$ cat src/rtl/irq_ctrl.sv
// Interrupt latch/controller: edge-captures source lines into pending bits, masks them,
// and presents the lowest-index enabled source as a single req/ack interrupt.
module irq_ctrl #(
  parameter int NSRC = 4,
  localparam int IDW = (NSRC > 1) ? $clog2(NSRC) : 1
) (
  input  logic            i_clk,
  input  logic            i_rst,
  input  logic [NSRC-1:0] i_src,
  input  logic            i_mask_we,
  input  logic [NSRC-1:0] i_mask_wdata,
  input  logic            i_clr,
  input  logic [NSRC-1:0] i_clr_bits,
  input  logic            i_ack,
  output logic [NSRC-1:0] o_mask,
  output logic [NSRC-1:0] o_pending,
  output logic            o_irq,
  output logic [IDW-1:0]  o_irq_id
);

  localparam logic [1:0] ST_IDLE = 2'd0;
  localparam logic [1:0] ST_REQ  = 2'd1;
  localparam logic [1:0] ST_GAP  = 2'd2;

  logic [1:0]      state;
  logic [NSRC-1:0] src_q;
  logic [NSRC-1:0] pending;
  logic [NSRC-1:0] pending_nxt;
  logic [NSRC-1:0] mask;
  logic [NSRC-1:0] rise;
  logic [NSRC-1:0] enabled;
  logic [NSRC-1:0] ack_vec;
  logic            ack_fire;
  logic [IDW-1:0]  irq_id;

  function automatic logic [IDW-1:0] lowest_idx(input logic [NSRC-1:0] v);
    logic [IDW-1:0] r;
    r = '0;
    for (int i = NSRC - 1; i >= 0; i--) begin
      if (v[i]) r = IDW'(i);
    end
    return r;
  endfunction

  assign rise     = i_src & ~src_q;
  assign enabled  = pending & mask;
  assign ack_fire = (state == ST_REQ) && i_ack;

  // A new edge always wins over either form of clear in the same cycle.
  always_comb begin
    ack_vec     = '0;
    pending_nxt = pending;
    for (int i = 0; i < NSRC; i++) begin
      ack_vec[i] = ack_fire && (irq_id == IDW'(i));
      if (rise[i])
        pending_nxt[i] = 1'b1;
      else if (ack_vec[i] || (i_clr && i_clr_bits[i]))
        pending_nxt[i] = 1'b0;
    end
  end

  always_ff @(posedge i_clk) begin
    if (i_rst) begin
      src_q   <= '0;
      pending <= '0;
      mask    <= '0;
      state   <= ST_IDLE;
      irq_id  <= '0;
    end else begin
      src_q   <= i_src;
      pending <= pending_nxt;
      if (i_mask_we) mask <= i_mask_wdata;
      case (state)
        ST_IDLE: begin
          if (|enabled) begin
            irq_id <= lowest_idx(enabled);
            state  <= ST_REQ;
          end
        end
        ST_REQ: begin
          if (i_ack) state <= ST_GAP;
        end
        ST_GAP:  state <= ST_IDLE;
        default: state <= ST_IDLE;
      endcase
    end
  end

  assign o_mask    = mask;
  assign o_pending = pending;
  assign o_irq     = (state == ST_REQ);
  assign o_irq_id  = irq_id;

endmodule

$ cat config.mk
export PLATFORM = sky130hd
export DESIGN_NAME = irq_ctrl
export DESIGN_NICKNAME = d
export VERILOG_FILES = /design/src/rtl/irq_ctrl.sv
export SDC_FILE = /design/constraint.sdc
export NUM_CORES = 1
export LEC_CHECK = 0
export ABC_AREA = 1
export CORE_MARGIN = 3
export CORE_UTILIZATION = 43
export DETAILED_ROUTE_END_ITERATION = 10
export GPL_ROUTABILITY_DRIVEN = 1
export PLACE_DENSITY_LB_ADDON = 0.2
export RECOVER_POWER = 25
export SKIP_CTS_REPAIR_TIMING = 1
export SYNTH_ARGS = -nofsm -noshare
export SYNTH_HDL_FRONTEND = slang
export SYNTH_SLANG_ARGS = --single-unit
export TNS_END_PERCENT = 20
$ cat constraint.sdc
create_clock -name i_clk -period 1.79 [get_ports i_clk]
set_clock_uncertainty 0.15 [all_clocks]
set_input_delay 0.358 -clock i_clk [delete_from_list [all_inputs] [get_ports i_clk]]
set_output_delay 0.358 -clock i_clk [all_outputs]
set_load 0.01 [all_outputs]
==> impl_results.md <==
- Data arrival time at the worst-slack endpoint: approximately 1300 ps
- Fraction of the mapped netlist area in compound gates: 0.0769
- Antenna-violating nets left: 0
- Mapped Area: between 600 and 700 µm²
- Maxcap violations: 0
- Type of element capturing the critical path: primary output
- Total power: between 0.7 and 0.8 mW
- Per-instance average area after synthesis: between 6 and 7 µm²
- Number of iterations in the first detailed-routing pass: 4
- Slack of the worst reg-to-reg path: ~690 ps
- Area of the multi-input gates: between 200 and 300 µm²
- Total number of H-tree levels: 1
- Total of flip-flops plus latches after synthesis: 16
- Number of hold violations in the final report: 0
- TritonCTS sink count: 16
- Number of antenna repair diodes: 0
- Critical-path cell list: clkdlybuf4s50_1
- DRC errors left: 0
- Worst flop-to-flop path endpoint: o_irq_id[0]
- Worst IR Drop VDD: around 0.50 mV
- Growth of design area from synthesis to finish: 46.7%
- Average routed wire per standard cell: approximately 11 µm
- Nature of the critical path startpoint: register
- Total vias in the final route: between 600 and 700
- Final-layout fill cell count: 130
- Insertion delay to the later sink of the worst-skew pair: between 200 and 300 ps
- Number of global-route vias before repair: around 550
- Area enclosed by the die boundary: between 0.002 and 0.0025 mm²
- Placer's final routability congestion estimate: between 0.8 and 0.9
- Non-Filler Instances: around 140
- Number of antenna violations at the first check in global routing: 0
- Clock tree from TritonCTS: yes
- Worst slew pin tran: approximately 300 ps
- Cell at the slowest stage of the critical path: sky130_fd_sc_hd__clkdlybuf4s50_1
- Worst Reg-to-Reg Cells: 7
- Proportion of synthesized area in mux cells: 0
- Setup repair after global routing missed its margin: false
- Power Density: 787 mW/mm²
- Core Util, Final: 0.699
- Count of final max-slew check failures: 0
- Startpoint of the worst register-to-register path: o_pending[3]
- Horizontal die dimension: roughly 45 µm
- Startpoint of the most critical hold path: src_q[2]
- Kind of critical path: reg -> out
- Violation count after the first detailed-routing iteration: 9
- Remaining global-route overflow: 0
- Post-layout net count: about 140
- Fraction of the cycle the final worst path needs: 0.986
- Post-placement cell count: between 100 and 150
- First-pass GRT wire length: 2.23 mm
- Max frequency: between 500 and 600 MHz
- Worst min-delay path category: reg -> reg
- Area of all sequential standard cells: approximately 320 µm²
- Starting density of the core: 0.476
- Vias per Instance: between 4 and 5
- Pin count of the biggest net entering global routing: 12
- Headroom to the max-slew limit: 0.799
- Detailed Route WL: approximately 1.5 mm
- Std-Cell Core Area: around 0.0014 mm²
- Clock period minus final worst setup slack: 1760 ps
- Worst min-delay path endpoint: o_pending[2]
- Reg clk slew, reported paths: 90 ps
- Count of boundary I/O pins: 28
- Crit path largest cell delay: roughly 560 ps
- Maximum buffer depth of the clock tree: 2
- Detailed placer's ending HPWL: approximately 1.2 mm
- Vertical die dimension: roughly 45 µm
- Overall Global Routing Usage: 0.157
- Data required, critical path: between 1000 and 1500 ps
- Site Rows: 13
- Status: complete, no violations
- Adder and majority cell fraction of the synthesized area: 0
- Share of final-layout standard cells stronger than drive strength 1: 0.0488
- Crit path max fanout: 4
- Sequential share of the synthesized area: 0.492
- Warnings from Yosys: 0
- Top Family by Delay on Critical Path: buffers and inverters
- Static power due to leakage: 0.467 nW
- WHS Path Cells: 3
- Syn_nets: about 110
- Final number of setup-violating endpoints: 0
- Number of CTS-inserted buffers: 3
- Timing startpoint of the critical path: o_irq_id[0]
- Synth cell types: 12
- Count of buffering cells on the critical path with inverters included: 1
- Cells after synthesis: 94
- Simple-Gate Fraction of Synth Area: 0.315
- Clock root buffer: sky130_fd_sc_hd__clkbuf_4
- # port buffers: 27
- Xor-xnor portion of the synthesized cell area: 0
- Combinational family with the most area after synthesis: simple AND/OR/NAND/NOR gates
-- sequential cells by signal, summed over array words and instances, names as in the netlist --
| signal | flops |
|---|---|
| state | 2 |
| src_q | 4 |
| o_mask | 4 |
| o_irq_id | 2 |
| o_pending | 4 |
-- area by class of cell --
type | count | share of cell area
repair buffers | 27 | 0.286
well taps | 15 | 0.0197
flip-flops and latches | 16 | 0.337
clock buffers | 3 | 0.0236
multi-input cells | 60 | 0.267
inverters | 17 | 0.0668
-- per-stage QoR --
step	cell area [µm²]	setup TNS, ps	hold slack, ps	setup slack (ps)
floorplan	651	0	280	744
global placement	928	0	297	255
detailed placement	928	0	308	216
CTS	951	-66.1	332	-66.1
global route	955	0	361	8.30
finish	955	0	334	25.6
-- power breakdown --
part	switching [mW]	leakage [nW]	internal, mW
Clock	0.114	0.0138	0.0784
Sequential	0.0212	0.133	0.383
Combinational	0.0666	0.320	0.0871
-- kinds of logic (layout without fill, tap and decap cells) --
kind of cell | count (synthesis) | count (layout)
flops | 16 | 16
compound gates | 10 | 10
buf+inv | 18 | 47
simple gates | 50 | 50
-- Yosys cell counts, drive strengths merged --
cell type  instances  share of area
nand2             24           0.14
inv               17          0.098
dfxtp             16           0.49
nor2              16           0.10
o21ai              9          0.069
nand3              6          0.046
nor3               4          0.031
a21oi              1         0.0077
buf                1          0.017
-- how the worst max path moves through the flow --
stage                         endpoint  cells past startpoint
after floorplan            o_irq_id[0]                      7
after global placement    o_pending[0]                      4
after detailed placement  o_pending[3]                      4
after CTS                        o_irq                      3
after global routing      o_pending[0]                      1
final                      o_irq_id[0]                      1
-- placed cells by master, fill, tap and decap left out --
cell type,n
sky130_fd_sc_hd__nand3_1,6
sky130_fd_sc_hd__nor2_2,2
sky130_fd_sc_hd__dfxtp_2,1
sky130_fd_sc_hd__a21oi_1,1
sky130_fd_sc_hd__nand2_1,24
sky130_fd_sc_hd__dlygate4sd3_1,1
sky130_fd_sc_hd__dlymetal6s2s_1,1
sky130_fd_sc_hd__clkdlybuf4s50_1,25
sky130_fd_sc_hd__dfxtp_1,15
sky130_fd_sc_hd__o21ai_0,5
sky130_fd_sc_hd__nor2_1,14
sky130_fd_sc_hd__o21ai_1,4
sky130_fd_sc_hd__inv_1,17
sky130_fd_sc_hd__clkbuf_4,3
sky130_fd_sc_hd__nor3_1,4
-- per-layer routing --
layer  wire length (µm)  up-vias  GRT usage
met5                  0        -          0
met4                 29        0     0.0877
met3                121        2     0.0239
met2                697       26      0.275
met1                630      288      0.180
li1                   -      346          -
No activity file was read; power rests on OpenSTA's default activity.
